==> src/rtl/floor_pkg.sv <==
// Shared types, screen constants and small helpers for the floor scheduler.
package floor_pkg;

    typedef enum logic [1:0] {
        IDLE = 2'd0,
        RUN  = 2'd1,
        HALT = 2'd2
    } state_e;

    localparam int SCREEN_W   = 640;
    localparam int SCREEN_H   = 480;
    localparam int FLOOR_W    = 40;
    localparam int FLOOR_H    = 5;
    localparam int POS_W      = 10;
    localparam int NUM_FLOORS = 4;

    function automatic logic [2:0] popcount4(input logic [NUM_FLOORS-1:0] v);
        logic [2:0] c;
        c = '0;
        for (int i = 0; i < NUM_FLOORS; i++) begin
            c = c + {2'b00, v[i]};
        end
        return c;
    endfunction

    // Lowest-index slot whose enable bit is clear; only meaningful if one exists.
    function automatic logic [1:0] first_free(input logic [NUM_FLOORS-1:0] en);
        logic [1:0] idx;
        idx = '0;
        for (int i = NUM_FLOORS - 1; i >= 0; i--) begin
            if (!en[i]) begin
                idx = 2'(i);
            end
        end
        return idx;
    endfunction

endpackage

==> src/rtl/floor_lfsr.sv <==
// Free-running 10-bit Fibonacci LFSR folded into the spawn x range.
module floor_lfsr
    import floor_pkg::*;
#(
    parameter int XMAX = SCREEN_W - FLOOR_W
) (
    input  logic             clk,
    input  logic             rst,
    output logic [POS_W-1:0] spawn_x
);

    localparam logic [POS_W-1:0] XMAX_V = POS_W'(XMAX);

    logic [POS_W-1:0] lfsr_q;
    logic [POS_W-1:0] lfsr_d;

    assign lfsr_d = {lfsr_q[8:0], lfsr_q[9] ^ lfsr_q[6]};

    always_ff @(posedge clk or posedge rst) begin
        if (rst) begin
            lfsr_q <= 10'h001;
        end else begin
            lfsr_q <= lfsr_d;
        end
    end

    // One subtraction suffices: 1023 - XMAX stays below XMAX.
    assign spawn_x = (lfsr_q >= XMAX_V) ? lfsr_q - XMAX_V : lfsr_q;

endmodule

==> src/rtl/floor_scheduler.sv <==
// Floor position/enable owner for the pixel generator: seeds, scrolls,
// retires and spawns four floor slots, and counts retirements as score.
module floor_scheduler
    import floor_pkg::*;
#(
    parameter int SPEED        = 1,
    parameter int SPAWN_PERIOD = 60,
    parameter int SPAWN_Y      = 475,
    parameter int XMAX         = 600,
    parameter int INIT_X       = 300,
    parameter int INIT_Y       = 400
) (
    input  logic                  clk,
    input  logic                  rst,
    input  logic                  frame_tick,
    input  logic                  start,
    input  logic                  stop,
    output logic                  running,
    output logic [POS_W-1:0]      floor_pos_x0,
    output logic [POS_W-1:0]      floor_pos_x1,
    output logic [POS_W-1:0]      floor_pos_x2,
    output logic [POS_W-1:0]      floor_pos_x3,
    output logic [POS_W-1:0]      floor_pos_y0,
    output logic [POS_W-1:0]      floor_pos_y1,
    output logic [POS_W-1:0]      floor_pos_y2,
    output logic [POS_W-1:0]      floor_pos_y3,
    output logic [NUM_FLOORS-1:0] enable,
    output logic [9:0]            score
);

    localparam int CNT_W = (SPAWN_PERIOD > 1) ? $clog2(SPAWN_PERIOD) : 1;

    localparam logic [CNT_W-1:0] CNT_LAST  = CNT_W'(SPAWN_PERIOD - 1);
    localparam logic [POS_W-1:0] SPEED_V   = POS_W'(SPEED);
    localparam logic [POS_W-1:0] SPAWN_Y_V = POS_W'(SPAWN_Y);
    localparam logic [POS_W-1:0] INIT_X_V  = POS_W'(INIT_X);
    localparam logic [POS_W-1:0] INIT_Y_V  = POS_W'(INIT_Y);

    state_e                state_q, state_d;
    logic                  running_q, running_d;
    logic [NUM_FLOORS-1:0] en_q, en_d;
    logic [POS_W-1:0]      x_q [NUM_FLOORS];
    logic [POS_W-1:0]      x_d [NUM_FLOORS];
    logic [POS_W-1:0]      y_q [NUM_FLOORS];
    logic [POS_W-1:0]      y_d [NUM_FLOORS];
    logic [9:0]            score_q, score_d;
    logic [CNT_W-1:0]      cnt_q, cnt_d;

    logic [POS_W-1:0]      spawn_x;
    logic [NUM_FLOORS-1:0] retire;
    logic                  spawn;
    logic [1:0]            free_idx;
    logic [10:0]           score_sum;

    floor_lfsr #(
        .XMAX(XMAX)
    ) u_lfsr (
        .clk    (clk),
        .rst    (rst),
        .spawn_x(spawn_x)
    );

    // Everything a tick needs is derived from pre-tick register values.
    always_comb begin
        retire = '0;
        for (int i = 0; i < NUM_FLOORS; i++) begin
            retire[i] = en_q[i] && (y_q[i] < SPEED_V);
        end
        spawn     = (cnt_q == CNT_LAST) && (en_q != '1);
        free_idx  = first_free(en_q);
        score_sum = {1'b0, score_q} + 11'(popcount4(retire));
    end

    always_comb begin
        state_d = state_q;
        en_d    = en_q;
        x_d     = x_q;
        y_d     = y_q;
        score_d = score_q;
        cnt_d   = cnt_q;
        unique case (state_q)
            IDLE, HALT: begin
                if (start) begin
                    state_d = RUN;
                    en_d    = 4'b0001;
                    for (int i = 0; i < NUM_FLOORS; i++) begin
                        x_d[i] = '0;
                        y_d[i] = '0;
                    end
                    x_d[0]  = INIT_X_V;
                    y_d[0]  = INIT_Y_V;
                    score_d = '0;
                    cnt_d   = '0;
                end
            end
            RUN: begin
                if (stop) begin
                    state_d = HALT;
                end else if (frame_tick) begin
                    for (int i = 0; i < NUM_FLOORS; i++) begin
                        if (retire[i]) begin
                            en_d[i] = 1'b0;
                        end else if (en_q[i]) begin
                            y_d[i] = y_q[i] - SPEED_V;
                        end
                    end
                    if (spawn) begin
                        en_d[free_idx] = 1'b1;
                        x_d[free_idx]  = spawn_x;
                        y_d[free_idx]  = SPAWN_Y_V;
                        cnt_d          = '0;
                    end else if (cnt_q != CNT_LAST) begin
                        cnt_d = cnt_q + 1'b1;
                    end
                    score_d = score_sum[10] ? 10'h3FF : score_sum[9:0];
                end
            end
            default: begin
                state_d = IDLE;
            end
        endcase
    end

    assign running_d = (state_d == RUN);

    always_ff @(posedge clk or posedge rst) begin
        if (rst) begin
            state_q   <= IDLE;
            running_q <= 1'b0;
            en_q      <= '0;
            score_q   <= '0;
            cnt_q     <= '0;
            for (int i = 0; i < NUM_FLOORS; i++) begin
                x_q[i] <= '0;
                y_q[i] <= '0;
            end
        end else begin
            state_q   <= state_d;
            running_q <= running_d;
            en_q      <= en_d;
            score_q   <= score_d;
            cnt_q     <= cnt_d;
            for (int i = 0; i < NUM_FLOORS; i++) begin
                x_q[i] <= x_d[i];
                y_q[i] <= y_d[i];
            end
        end
    end

    assign running      = running_q;
    assign enable       = en_q;
    assign score        = score_q;
    assign floor_pos_x0 = x_q[0];
    assign floor_pos_x1 = x_q[1];
    assign floor_pos_x2 = x_q[2];
    assign floor_pos_x3 = x_q[3];
    assign floor_pos_y0 = y_q[0];
    assign floor_pos_y1 = y_q[1];
    assign floor_pos_y2 = y_q[2];
    assign floor_pos_y3 = y_q[3];

endmodule
==> config.mk <==
export PLATFORM = sky130hd
export DESIGN_NAME = floor_scheduler
export DESIGN_NICKNAME = d
export VERILOG_FILES = /design/src/rtl/floor_pkg.sv /design/src/rtl/floor_lfsr.sv /design/src/rtl/floor_scheduler.sv
export SDC_FILE = /design/constraint.sdc
export NUM_CORES = 1
export LEC_CHECK = 0
export ABC_AREA = 1
export CORE_ASPECT_RATIO = 0.8
export CORE_MARGIN = 5
export CORE_UTILIZATION = 49
export CTS_CLUSTER_SIZE = 8
export DETAILED_ROUTE_END_ITERATION = 16
export PLACE_DENSITY = 0.77
export SKIP_LAST_GASP = 1
export SYNTH_ARGS = -nofsm -noshare
export SYNTH_HDL_FRONTEND = slang
export SYNTH_HIERARCHICAL = 1
export SYNTH_SLANG_ARGS = --single-unit
==> constraint.sdc <==
create_clock -name clk -period 3.22 [get_ports clk]
set_input_delay 0.322 -clock clk [delete_from_list [all_inputs] [get_ports clk]]
set_output_delay 0.322 -clock clk [all_outputs]
set_load 0.03 [all_outputs]
**Word-level counts from Yosys, hierarchy flattened**

Cells that the tools add are included.

- Equal/unequal tests: 11
- Bitwise gates (word level): 6
- Add/subtract/negate cells: 10
- Multiplexer cells: 75
- Magnitude comparators: 9
- Reductions and logical operators: 13

Operators by type and width:

| operator | number |
|---|---|
| $mux W40 | 8 |
| $mux W10 | 26 |
| $pmux W40 S2 | 2 |
| $bwmux W40 | 1 |
| $lt A10 B1 Y1 const B | 4 |
| $sub A10 B1 Y10 const B | 4 |
| $mux W6 | 5 |
| $or A28 B28 Y28 | 1 |
| $demux W10 S2 | 1 |
| $pmux W10 S2 | 1 |
| $mux W1 | 17 |
| $mux W4 | 4 |
| $and A12 B12 Y12 | 1 |
| $mux W2 | 6 |
| $not A12 Y12 | 1 |
| $pmux W6 S2 | 1 |
| $add A10 B3 Y11 | 1 |
| $ge A10 B10 Y1 const B | 1 |
| $reduce_and A5 Y1 | 2 |
| $sub A10 B10 Y10 const B | 1 |
| $ne A2 B2 Y1 const B | 4 |
| $pmux W4 S2 | 1 |
| $logic_and A1 B1 Y1 | 7 |
| $add A6 B1 Y6 const B | 1 |
| other kinds (22) | 23 |

- Input bits: 5
- Word-level logic and storage cells: 138
- Output and inout bits: 95
- Flip-flop bits (word level): 113

**Logic depth before layout (Yosys ltp)**

Gate-level depths: netlist (run 1).

- Depth in word-level cells: 15
- Mapped depth: 19
- Depth with buffers taken out: 19

**Cells and area by module**

The synthesis (run 1) kept the hierarchy.

By module, submodules not included:

| module | seq. area each (sq um) | area each (sq um) | instances | cells each |
|---|---|---|---|---|
| floor_scheduler | 2,577.5 | 5,814.3 | 1 | 819 |
| floor_lfsr | 251.5 | 523.0 | 1 | 60 |

**Worst setup path after synthesis (run 1)**

OpenSTA, ideal clock, no wires.

- Path type: reg2reg
- Start point: register y_q, in the netlist floor_pos_y2[0]
- End point: register score_q[5] (netlist: score[5])
- Buffers on the path: 0
- Setup time: 0.067 ns
- Cell stages (with the launch flop): 20
- Period minus slack after synthesis: 3.254 ns
- Slack: -0.034 ns
- Data arrival time: 3.188 ns
- Data required time: 3.153 ns
- Cell sequence: dfrtp_1 inv_1 ha_1 inv_1 nor2_1 nand3_1 inv_1 fa_1 inv_1 fa_1 inv_1 fa_1 nand3_1 nor2_1 nand3_1 nor2_1 nand2_1 o21ai_0 nand2_1 nand2_1

- Cells in the longest elaborated chain, start to end: 9

RTL lines:

| item | RTL line | text |
|---|---|---|
| from (decl) | floor_scheduler.sv:44 | `logic [POS_W-1:0] y_q [NUM_FLOORS];` |
| from (signal, indexed assignment) | floor_scheduler.sv:145 | `y_q[i] <= y_d[i];` |
| $lt A10 B1 Y1 | floor_scheduler.sv:67 | `retire[i] = en_q[i] && (y_q[i] < SPEED_V);` |
| $logic_and A1 B1 Y1 | floor_scheduler.sv:67 |  |
| $add A2 B1 Y3 | floor_pkg.sv:21 | `c = c + {2'b00, v[i]};` |
| $add A3 B1 Y3 | floor_pkg.sv:21 |  |
| $add A10 B3 Y11 | floor_scheduler.sv:71 | `score_sum = {1'b0, score_q} + 11'(popcount4(retire));` |
| $mux W10 | floor_scheduler.sv:115 | `score_d = score_sum[10] ? 10'h3FF : score_sum[9:0];` |
| $mux W10 | floor_scheduler.sv:99 | `end else if (frame_tick) begin` |
| $mux W10 | floor_scheduler.sv:97 | `if (stop) begin` |
| $pmux W10 S2 | floor_scheduler.sv:81 | `unique case (state_q)` |
| to (signal assigned) | floor_scheduler.sv:141 | `score_q <= score_d;` |
| to (decl) | floor_scheduler.sv:46 | `logic [9:0] score_q, score_d;` |

No other way between the ends. The select of a mux whose other input is x is not followed.
A chain may end at the register's enable or synchronous reset.

**Final worst setup path (run 1)**

- Start point: register y_q, in the netlist floor_pos_y0[0]
- End point: register score_q[5] (netlist: score[5])

- Cells in the longest elaborated chain, start to end: 10

RTL lines:

| item | RTL line |
|---|---|
| $lt A10 B1 Y1 | floor_scheduler.sv:67 |
| $logic_and A1 B1 Y1 | floor_scheduler.sv:67 |
| $add A1 B1 Y2 | floor_pkg.sv:21 |
| $add A2 B1 Y3 | floor_pkg.sv:21 |
| $add A3 B1 Y3 | floor_pkg.sv:21 |
| $add A10 B3 Y11 | floor_scheduler.sv:71 |
| $mux W10 | floor_scheduler.sv:115 |
| $mux W10 | floor_scheduler.sv:99 |
| $mux W10 | floor_scheduler.sv:97 |
| $pmux W10 S2 | floor_scheduler.sv:81 |

No other way between the ends. The select of a mux whose other input is x is not followed.

==> results of run 1 <==
per-layer routing:
layer / track usage (%) / wire length [um] / up-vias / part of all wire [%]
met5: 0 / 0 / - / 0
met4: 6.32 / 280 / 0 / 1.6
met3: 6.78 / 1300 / 28 / 7.4
met2: 35.3 / 8090 / 228 / 46
met1: 32.4 / 7870 / 2917 / 45
li1: - / - / 3035 / -
cell families after synthesis:
kind of cell,Yosys count,share of synthesized area [%]
AOI/OAI and AO/OA,98,8.41
xor gates and xnor gates,9,1.24
and+or+nand+nor,497,33.4
DFF,113,44.6
adders and majority gates,10,2.33
buffers and inverters,152,9.97
how the worst min path moves through the flow:
stage	endpoint	slack, ps	cells past startpoint
floorplan	u_lfsr/lfsr_q[1]$_DFF_PP0_	160	1
global placement	u_lfsr/lfsr_q[2]$_DFF_PP0_	370	0
detailed placement	u_lfsr/lfsr_q[2]$_DFF_PP0_	370	0
CTS	u_lfsr/lfsr_q[3]$_DFF_PP0_	310	2
global route	u_lfsr/lfsr_q[6]$_DFF_PP0_	350	2
finish	u_lfsr/lfsr_q[1]$_DFF_PP0_	300	2
worst register-to-register path: stages, from the launching register on:
cell,delay [ps]
dfrtp_1,360
inv_1,80
ha_2,190
nand2_1,80
nor2_1,60
nand2_2,110
nor2_2,60
fa_1,500
inv_1,50
fa_1,380
inv_2,70
fa_2,210
nand3_2,110
nor2_4,150
nand3_2,110
nor2_4,160
nand2_4,90
o21ai_0,90
nand2_1,70
nand2_1,60
repair_timing:
item / 4_1_cts / 5_1_grt
gates resized for setup: 1 / 12
endpoints found under the setup margin: 8 / 10
pin swaps: 0 / 4
buffers inserted: 0 / 5
cell usage after synthesis (2+ instances only):
cell / instances / area [um^2]
xor2_1: 7 / 61.3
nor3_1: 7 / 35.0
ha_1: 7 / 87.6
nand2_1: 296 / 1110
nand4_1: 19 / 119
or2_2: 3 / 18.8
buf_2: 7 / 35.0
buf_4: 8 / 60.1
a21oi_2: 2 / 17.5
inv_2: 5 / 18.8
nand3_1: 87 / 435
inv_1: 121 / 454
dfrtp_1: 112 / 2800
nor2_1: 70 / 263
o21ai_1: 7 / 35.0
clkbuf_1: 7 / 26.3
o21ai_0: 64 / 320
o21bai_1: 2 / 15.0
a31oi_1: 2 / 12.5
xnor2_1: 2 / 17.5
a21oi_1: 13 / 65.1
nor2_2: 2 / 12.5
nand2_2: 6 / 37.5
fa_1: 3 / 60.1
nor2_4: 2 / 22.5
buf_6: 3 / 33.8
o22ai_1: 2 / 12.5
state kept, by name, summed over array words and instances, names as in the netlist, 4 cells and up:
name           count
floor_pos_y0      10
cnt_q              6
u_lfsr/lfsr_q     10
floor_pos_x2      10
floor_pos_x3      10
floor_pos_x0      10
floor_pos_y3      10
floor_pos_x1      10
score             10
floor_pos_y2      10
enable             4
floor_pos_y1      10
power groups by stage:
stage	logic, uW	registers, uW	clock network [uW]
after floorplan	446	1620	0
after global placement	736	1550	0
after detailed placement	745	1550	0
after CTS	749	1530	1940
after global routing	848	1540	2010
final	762	1530	1930
stage by stage:
step                      area (um^2)  total power [uW]  setup slack, ps  setup TNS [ps]
after floorplan                  6340              2070            -8.44           -8.44
after global placement           7620              2290             51.4               0
after detailed placement         7620              2300            -55.7            -217
after CTS                        8220              4220             1.64               0
after global routing             8300              4400            -46.9            -109
final                            8300              4220              172               0
cell type report:
| class | count | area, um^2 |
|---|---|---|
| clock buffer | 17 | 425 |
| clock inverter | 15 | 174 |
| fill | 1087 | 4480 |
| inverter | 127 | 480 |
| multi-input combinational | 614 | 2920 |
| sequential | 113 | 2830 |
| tap | 175 | 219 |
| timing repair buffer | 132 | 1250 |
==> metrics.yaml, run 1 <==
layout_common_cells: "nand2_1 (294), inv_1 (119), dfrtp_1 (111)"
fin_worst_skew_ps: 17.0
fin_nets: 1020
hold_path_class: "primary input to async pin"
endpoint: "score[5]$_DFFE_PP0P_"
antenna_left: 0
dp_cells: 1156
status: "finished, final reports clean"
period_minus_slack_ps: 3050
path_class: "flip-flop to flip-flop"
grt_pass1_vias: 5728
cp_max_fo: 8
p_leak_uw: 0.00420
cp_slowest_cell: "fa_1"
cp-start-kind: "flip-flop"
drt-initial-drc-count: 492
die_w_um: 137
area_growth_pct: 31.0
antenna_found_initial: 0
finalHoldViolations: 0
portBuffers: 99
wire_per_inst_um: 14.7
worstSetupPathDepth: 19
antennaDiodeCount: 0
path_common_cell: "nand2_1"
fin_cells: 1193
avgSynthCellArea_um2: 7.21
slew_headroom_pct: 54.1
ys_seq_elements: 113
vdd_drop_max_uv: 451
synth_edf_count: 0
post-route-util_pct: 65.0
grt_overflow: 0
syn-num-nets: 894
cts-root-buf: "clkbuf_16"
switching_share_pct: 31.8
die_area_um2: 15300
holdWs_ps: 295
async_flop_share_pct: 100
critPathLaunch: "floor_pos_y0[0]$_DFFE_PP0P_"
drtPass1Iterations: 5
clock_sinks: 113
clockBufferDepth: 2
synthFlopType: "dfrtp_1"
p_seq_share_pct: 36.2
critPathBufInv: 3
clkPwrFrac_pct: 45.7
wirelength_mm: 17.5
finalSetupViolCount: 0
start_util_pct: 49.6
slew_viol_final: 0
r2r_cells: 19
crit_required_ps: 3580
grt_first_pass_wirelength_mm: 28.5
powerDensity_nw_per_um2: 509
die_h_um: 112
reg2reg_setup_slack_ps: 170
cts_buffers: 17
hpwl_mm: 12.0
io_pins: 100
drc: 0
track_usage_pct: 23.2
max_stage_delay_ps: 500
synthCells: 879
place.gp.congestion: 0.881
coreArea_um2: 12800
drive_gt1_share_pct: 10.2
htreeDepth: 4
grt_max_degree: 77
tightest_slew_ps: 685
cts_tree: "yes"
fmax_mhz: 328
final_common_cell: "nand2_1"
cp.arrival_ps: 3410
clk_latency_ps: 420
cp_top_family: "adder cells"
max-cap-violations: 0
p_sw_uw: 1340
clk_pin_slew_ps: 60
rows: 37
vias: 6208
holdBufCountCts: 0
share_comb_of_total_power_pct: 18.0
ys_types: 40
path_cells: "inv_1, ha_2, nand2_1, nor2_1, nand2_2, nor2_2, fa_1, inv_1, fa_1, inv_2, fa_2, nand3_2, nor2_4, nand3_2, nor2_4, nand2_4, o21ai_0, nand2_1, nand2_1"
viasPerCell: 5.20
p_int_uw: 2880
synth_area_um2: 6340
ys_warn_count: 6
worstReg2RegStart: "floor_pos_y0[0]$_DFFE_PP0P_"
seq_area_frac_synth_pct: 44.6
reg2reg_to: "score[5]$_DFFE_PP0P_"
fin_crit_sh_pct: 94.6
cp-end-kind: "flip-flop"
(Power assumes the default switching activity.)
==> run 2: changes to the inputs <==
--- a/config.mk
+++ b/config.mk
@@ -12,6 +12,7 @@
 export CTS_CLUSTER_SIZE = 8
 export DETAILED_ROUTE_END_ITERATION = 16
 export PLACE_DENSITY = 0.77
+export SETUP_SLACK_MARGIN = 0.1
 export SKIP_LAST_GASP = 1
 export SYNTH_ARGS = -nofsm -noshare
 export SYNTH_HDL_FRONTEND = slang
==> metrics.yaml, run 2 (synthesized netlist as in run 1, its figures left out) <==
grt_pass1_vias: 5771  # +0.75%
status: "finished, final reports clean"
clock_sinks: 113  # unchanged
path_common_cell: "nor2_4"
viasPerCell: 5.15  # -1.0%
cp_slowest_cell: "fa_1"
io_pins: 100  # unchanged
slew_viol_final: 0  # unchanged
clk_latency_ps: 410  # about the same
crit_required_ps: 3560  # -20 ps
critPathBufInv: 4  # +1
portBuffers: 99  # unchanged
finalSetupViolCount: 0  # unchanged
track_usage_pct: 23.3  # +0.13 points
wire_per_inst_um: 14.6  # -0.42%
period_minus_slack_ps: 3010  # -36.9 ps
place.gp.congestion: 0.902  # +2.3%
fin_crit_sh_pct: 93.5  # -1.1 points
final_common_cell: "nand2_1"
rsz0062_at_grt: "false"
drtPass1Iterations: 5  # unchanged
grt_overflow: 0  # unchanged
cts-root-buf: "clkbuf_16"
reg2reg_setup_slack_ps: 210  # +40 ps
cp.arrival_ps: 3350  # -60 ps
vdd_drop_max_uv: 458  # +1.7%
p_sw_uw: 1310  # -2.8%
vias: 6174  # -0.55%
slew_headroom_pct: 48.9  # -5.2 points
drc: 0  # unchanged
grt_first_pass_wirelength_mm: 28.7  # +0.70%
start_util_pct: 49.6  # unchanged
powerDensity_nw_per_um2: 496  # -2.5%
max-cap-violations: 0  # unchanged
grt_max_degree: 75  # -2.6%
drive_gt1_share_pct: 12.0  # +1.8 points
fin_nets: 1026  # +0.59%
p_leak_uw: 0.00419  # -0.29%
antennaDiodeCount: 0  # unchanged
reg2reg_to: "score[3]$_DFFE_PP0P_"
antenna_found_initial: 0  # unchanged
worstReg2RegStart: "floor_pos_y0[0]$_DFFE_PP0P_"
cp-start-kind: "flip-flop"
htreeDepth: 4  # unchanged
wirelength_mm: 17.6  # about the same
fin_worst_skew_ps: 10.7  # -6.37 ps
cp_max_fo: 5  # -3
max_stage_delay_ps: 500  # about the same
cp-end-kind: "flip-flop"
die_w_um: 137  # unchanged
cts_tree: "yes"
area_growth_pct: 31.9
finalHoldViolations: 0  # unchanged
rows: 37  # unchanged
switching_share_pct: 31.5  # -0.32 points
coreArea_um2: 12800  # unchanged
path_cells: "inv_2, ha_2, nand2_2, nor2_4, nand2_2, nor2_4, fa_1, inv_1, fa_2, inv_2, fa_2, nand3_4, nor2_4, nand3_2, nor2_4, nand2_2, buf_4, nand2_1, nand2_1, o21ai_1"
tightest_slew_ps: 765  # +79.7 ps
clk_pin_slew_ps: 60  # about the same
fmax_mhz: 332  # +1.2%
hold_path_class: "primary input to async pin"
p_int_uw: 2840  # -1.4%
cts_buffers: 17  # unchanged
antenna_left: 0  # unchanged
r2r_cells: 20  # +1
tns_ps: 0  # unchanged
die_area_um2: 15300  # unchanged
drt-initial-drc-count: 494  # +0.41%
hpwl_mm: 12.2  # +1.3%
clockBufferDepth: 2  # unchanged
p_seq_share_pct: 37.0  # +0.8 points
path_class: "flip-flop to flip-flop"
share_comb_of_total_power_pct: 18.9  # +0.9 points
die_h_um: 112  # unchanged
total_power_uw: 4150  # -1.8%
layout_common_cells: "nand2_1 (293), inv_1 (115), dfrtp_1 (108)"
clkPwrFrac_pct: 44.1  # -1.6 points
cp_top_family: "adder cells"
post-route-util_pct: 65.4  # +0.46 points
run 2: how the worst max path moves through the flow:
stage,start,end,slack (ps),depth (start not counted)
finish,floor_pos_y0[0]$_DFFE_PP0P_,score[3]$_DFFE_PP0P_,210,20
global route,floor_pos_y0[1]$_DFFE_PP0P_,score[3]$_DFFE_PP0P_,40,20
CTS,floor_pos_y2[0]$_DFFE_PP0P_,score[3]$_DFFE_PP0P_,110,20
detailed placement,floor_pos_y0[0]$_DFFE_PP0P_,score[3]$_DFFE_PP0P_,60,20
global placement,floor_pos_y0[0]$_DFFE_PP0P_,score[3]$_DFFE_PP0P_,150,20
floorplan,floor_pos_y2[0]$_DFFE_PP0P_,score[5]$_DFFE_PP0P_,80,19
run 2: metrics by stage:
step                      cell area [um^2]  hold slack, ps  setup slack [ps]  instances
after floorplan                       6350             161              82.9        879
after global placement                7660             358               148       1161
after detailed placement              7660             358              59.6       1161
after CTS                             8250             281               113       1193
after global routing                  8360             314              38.5       1199
final                                 8360             279               209       1199
run 2: repair_timing:
item / in CTS / in global routing
pin swaps: 0 / 6
setup endpoints to repair: 6 / 10
setup buffers: 0 / 6
gates resized for setup: 3 / 23
hold buffers: 0 / 0
run 2: power by group through the flow:
stage | combinational [uW] | sequential [uW] | clock (uW)
6_report | 782 | 1530 | 1830
5_1_grt | 865 | 1540 | 1930
4_1_cts | 753 | 1530 | 1850
3_5_place_dp | 747 | 1560 | 0
3_3_place_gp | 739 | 1550 | 0
2_1_floorplan | 446 | 1630 | 0
run 2: layer usage:
metal | part of all wire [%] | track usage, %
met5 | 0 | 0
met4 | 1.6 | 6.85
met3 | 6.8 | 5.47
met2 | 45 | 34.3
met1 | 47 | 34.3
run 2: final cells by class:
type	count	area [um^2]
fillers	1092	4420
multi-input cells	614	2950
flip-flops and latches	113	2830
repair buffers	138	1300
inverters	127	480
clock buffers	19	453
well taps	175	219
clock inverters	13	126
run 2: worst register-to-register path: stages (launching register included):
cell	delay, ps
dfrtp_2	360
inv_2	50
ha_2	180
nand2_2	90
nor2_4	50
nand2_2	100
nor2_4	40
fa_1	500
inv_1	60
fa_2	360
inv_2	70
fa_2	220
nand3_4	90
nor2_4	140
nand3_2	100
nor2_4	140
nand2_2	70
buf_4	150
nand2_1	50
nand2_1	40
o21ai_1	80
==> run 3: changes to the inputs <==
--- a/config.mk
+++ b/config.mk
@@ -8,10 +8,11 @@
 export ABC_AREA = 1
 export CORE_ASPECT_RATIO = 0.8
 export CORE_MARGIN = 5
-export CORE_UTILIZATION = 49
+export CORE_UTILIZATION = 54
 export CTS_CLUSTER_SIZE = 8
 export DETAILED_ROUTE_END_ITERATION = 16
-export PLACE_DENSITY = 0.77
+export DONT_BUFFER_PORTS = 1
+export PLACE_DENSITY = 0.72
 export SETUP_SLACK_MARGIN = 0.1
 export SKIP_LAST_GASP = 1
 export SYNTH_ARGS = -nofsm -noshare
==> metrics.yaml, run 3 (synthesized netlist as in run 1, its figures left out) <==
p_sw_uw: 1400  # +7.4%
coreArea_um2: 11500  # -9.9%
htreeDepth: 4  # unchanged
vdd_drop_max_uv: 514  # +12%
area_growth_pct: 19.8
drc: 0  # unchanged
grt_max_degree: 47  # -37%
tightest_slew_ps: 1240  # +476 ps
cp-start-kind: "flip-flop"
p_seq_share_pct: 35.6  # -1.4 points
die_area_um2: 14000  # -8.5%
fmax_mhz: 335  # +0.73%
viasPerCell: 5.56  # +7.9%
path_class: "flip-flop to flip-flop"
drive_gt1_share_pct: 16.0  # +4.0 points
hold_path_class: "primary input to flip-flop"
vias: 6102  # -1.2%
cts_buffers: 17  # unchanged
slew_viol_final: 0  # unchanged
hpwl_mm: 12.5  # +2.6%
finalSetupViolCount: 0  # unchanged
drtPass1Iterations: 5  # unchanged
cp.arrival_ps: 3330  # -20 ps
clkPwrFrac_pct: 45.6  # +1.5 points
slew_headroom_pct: 16.7  # -32 points
track_usage_pct: 25.4  # +2.1 points
rsz0062_at_grt: "false"
total_power_uw: 4310  # +3.9%
place_area_um2: 6820  # -11%
antenna_found_initial: 0  # unchanged
drt-initial-drc-count: 459  # -7.1%
p_leak_uw: 0.00403  # -3.9%
powerDensity_nw_per_um2: 568  # +14%
clk_pin_slew_ps: 60  # about the same
finalHoldViolations: 0  # unchanged
wire_per_inst_um: 16.3  # +11%
post-route-util_pct: 65.9  # +0.51 points
period_minus_slack_ps: 2990  # -21.7 ps
portBuffers: 0  # -100%
share_comb_of_total_power_pct: 18.8  # about the same
clk_latency_ps: 420  # about the same
cts-root-buf: "clkbuf_16"
grt_overflow: 0  # unchanged
clock_sinks: 113  # unchanged
antenna_left: 0  # unchanged
start_util_pct: 55.0  # +5.4 points
io_pins: 100  # unchanged
final_area_um2: 7590  # -9.2%
grt_pass1_vias: 5843  # +1.2%
final_common_cell: "nand2_1"
rows: 35  # -5.4%
antennaDiodeCount: 0  # unchanged
die_w_um: 131  # -4.4%
grt_first_pass_wirelength_mm: 28.8  # +0.53%
wirelength_mm: 17.9  # +1.7%
max-cap-violations: 0  # unchanged
cts_tree: "yes"
fin_crit_sh_pct: 92.8  # -0.67 points
nFillCells: 953  # -13%
p_int_uw: 2910  # +2.4%
cp-end-kind: "flip-flop"
layout_common_cells: "nand2_1 (291), inv_1 (114), dfrtp_1 (108)"
fin_nets: 952  # -7.2%
crit_required_ps: 3560  # about the same
place.gp.congestion: 0.893  # -1.0%
switching_share_pct: 32.5  # +1.0 points
cp_max_fo: 8  # +3
clockBufferDepth: 2  # unchanged
fin_worst_skew_ps: 7.45  # -3.20 ps
die_h_um: 107  # -4.3%
status: "finished, final reports clean"
run 3: cell count changes in the layout (fill, tap and decap cells not counted), sizes merged:
cell and change:
buf +24, bufinv +1, clkinvlp -3, inv +6
clkinv -2, dlygate4sd3 +1, clkdlybuf4s50 -99, clkbuf -2
run 3: layout make-up:
class,count,area [um^2],share of cell area (%)
multi-input cells,614,2990,39.3
flip-flops and latches,113,2830,37.3
repair buffers,64,495,6.53
inverters,127,480,6.33
clock buffers,17,425,5.60
clock inverters,15,185,2.44
well taps,148,185,2.44
run 3: worst paths after layout:
check,from,end,slack [ps],depth (start not counted)
worst max-delay path,floor_pos_y2[0]$_DFFE_PP0P_,score[4]$_DFFE_PP0P_,230,19
min in group asynchronous,rst,u_lfsr/lfsr_q[4]$_DFF_PP0_,400,2
worst max register to register,floor_pos_y2[0]$_DFFE_PP0P_,score[4]$_DFFE_PP0P_,230,19
worst min-delay path,start,state_q[1]$_DFF_PP0_,20,1
max in group asynchronous,rst,floor_pos_y2[5]$_DFFE_PP0P_,1880,3
worst min register to register,u_lfsr/lfsr_q[1]$_DFF_PP0_,u_lfsr/lfsr_q[2]$_DFF_PP0_,380,0
run 3: power groups by stage:
stage	sequential (uW)	combinational (uW)	clock [uW]
after floorplan	1630	446	0
after detailed placement	1550	722	0
after global routing	1540	889	2050
final	1530	810	1970
after CTS	1530	739	1990
after global placement	1550	698	0
run 3: layer usage:
metal  track usage [%]  share of wire [%]  up-vias
met2              40.6                 47      278
met5                 0                  0        -
met1              32.5                 42     2893
li1                  -                  -     2892
met4              10.5                2.5        0
met3              7.36                9.0       39
run 3: critical path, stage by stage, from the launching register on:
cell and delay (ps):
dfrtp_2 370, inv_2 50, ha_2 180, inv_1 90, nor2_2 60, nand3_2 90
inv_2 40, fa_1 510, inv_2 40, fa_2 360, inv_2 70, fa_2 250
nand3_4 100, nor2_4 130, nand3_2 100, nor2_4 160, nand2_4 90, nand2_1 80
nand2_1 50, o21ai_0 80
run 3: repair_timing:
| item | in CTS | in global routing |
|---|---|---|
| hold endpoints to repair | 48 | 0 |
| hold buffers | 1 | 0 |
| pin swaps | 2 | 9 |
| resized for setup | 10 | 23 |
| buffers inserted | 2 | 5 |
| setup endpoints to repair | 8 | 10 |
run 3: metrics by stage:
stage / TNS [ps] / cells / setup WS [ps] / hold WS (ps)
floorplan: 0 / 879 / 82.9 / 161
global placement: -24.3 / 1059 / -24.2 / 203
detailed placement: -644 / 1059 / -139 / 223
CTS: 0 / 1094 / 93.6 / 8.63
global route: 0 / 1098 / 86.5 / 12.1
finish: 0 / 1098 / 231 / 17.4
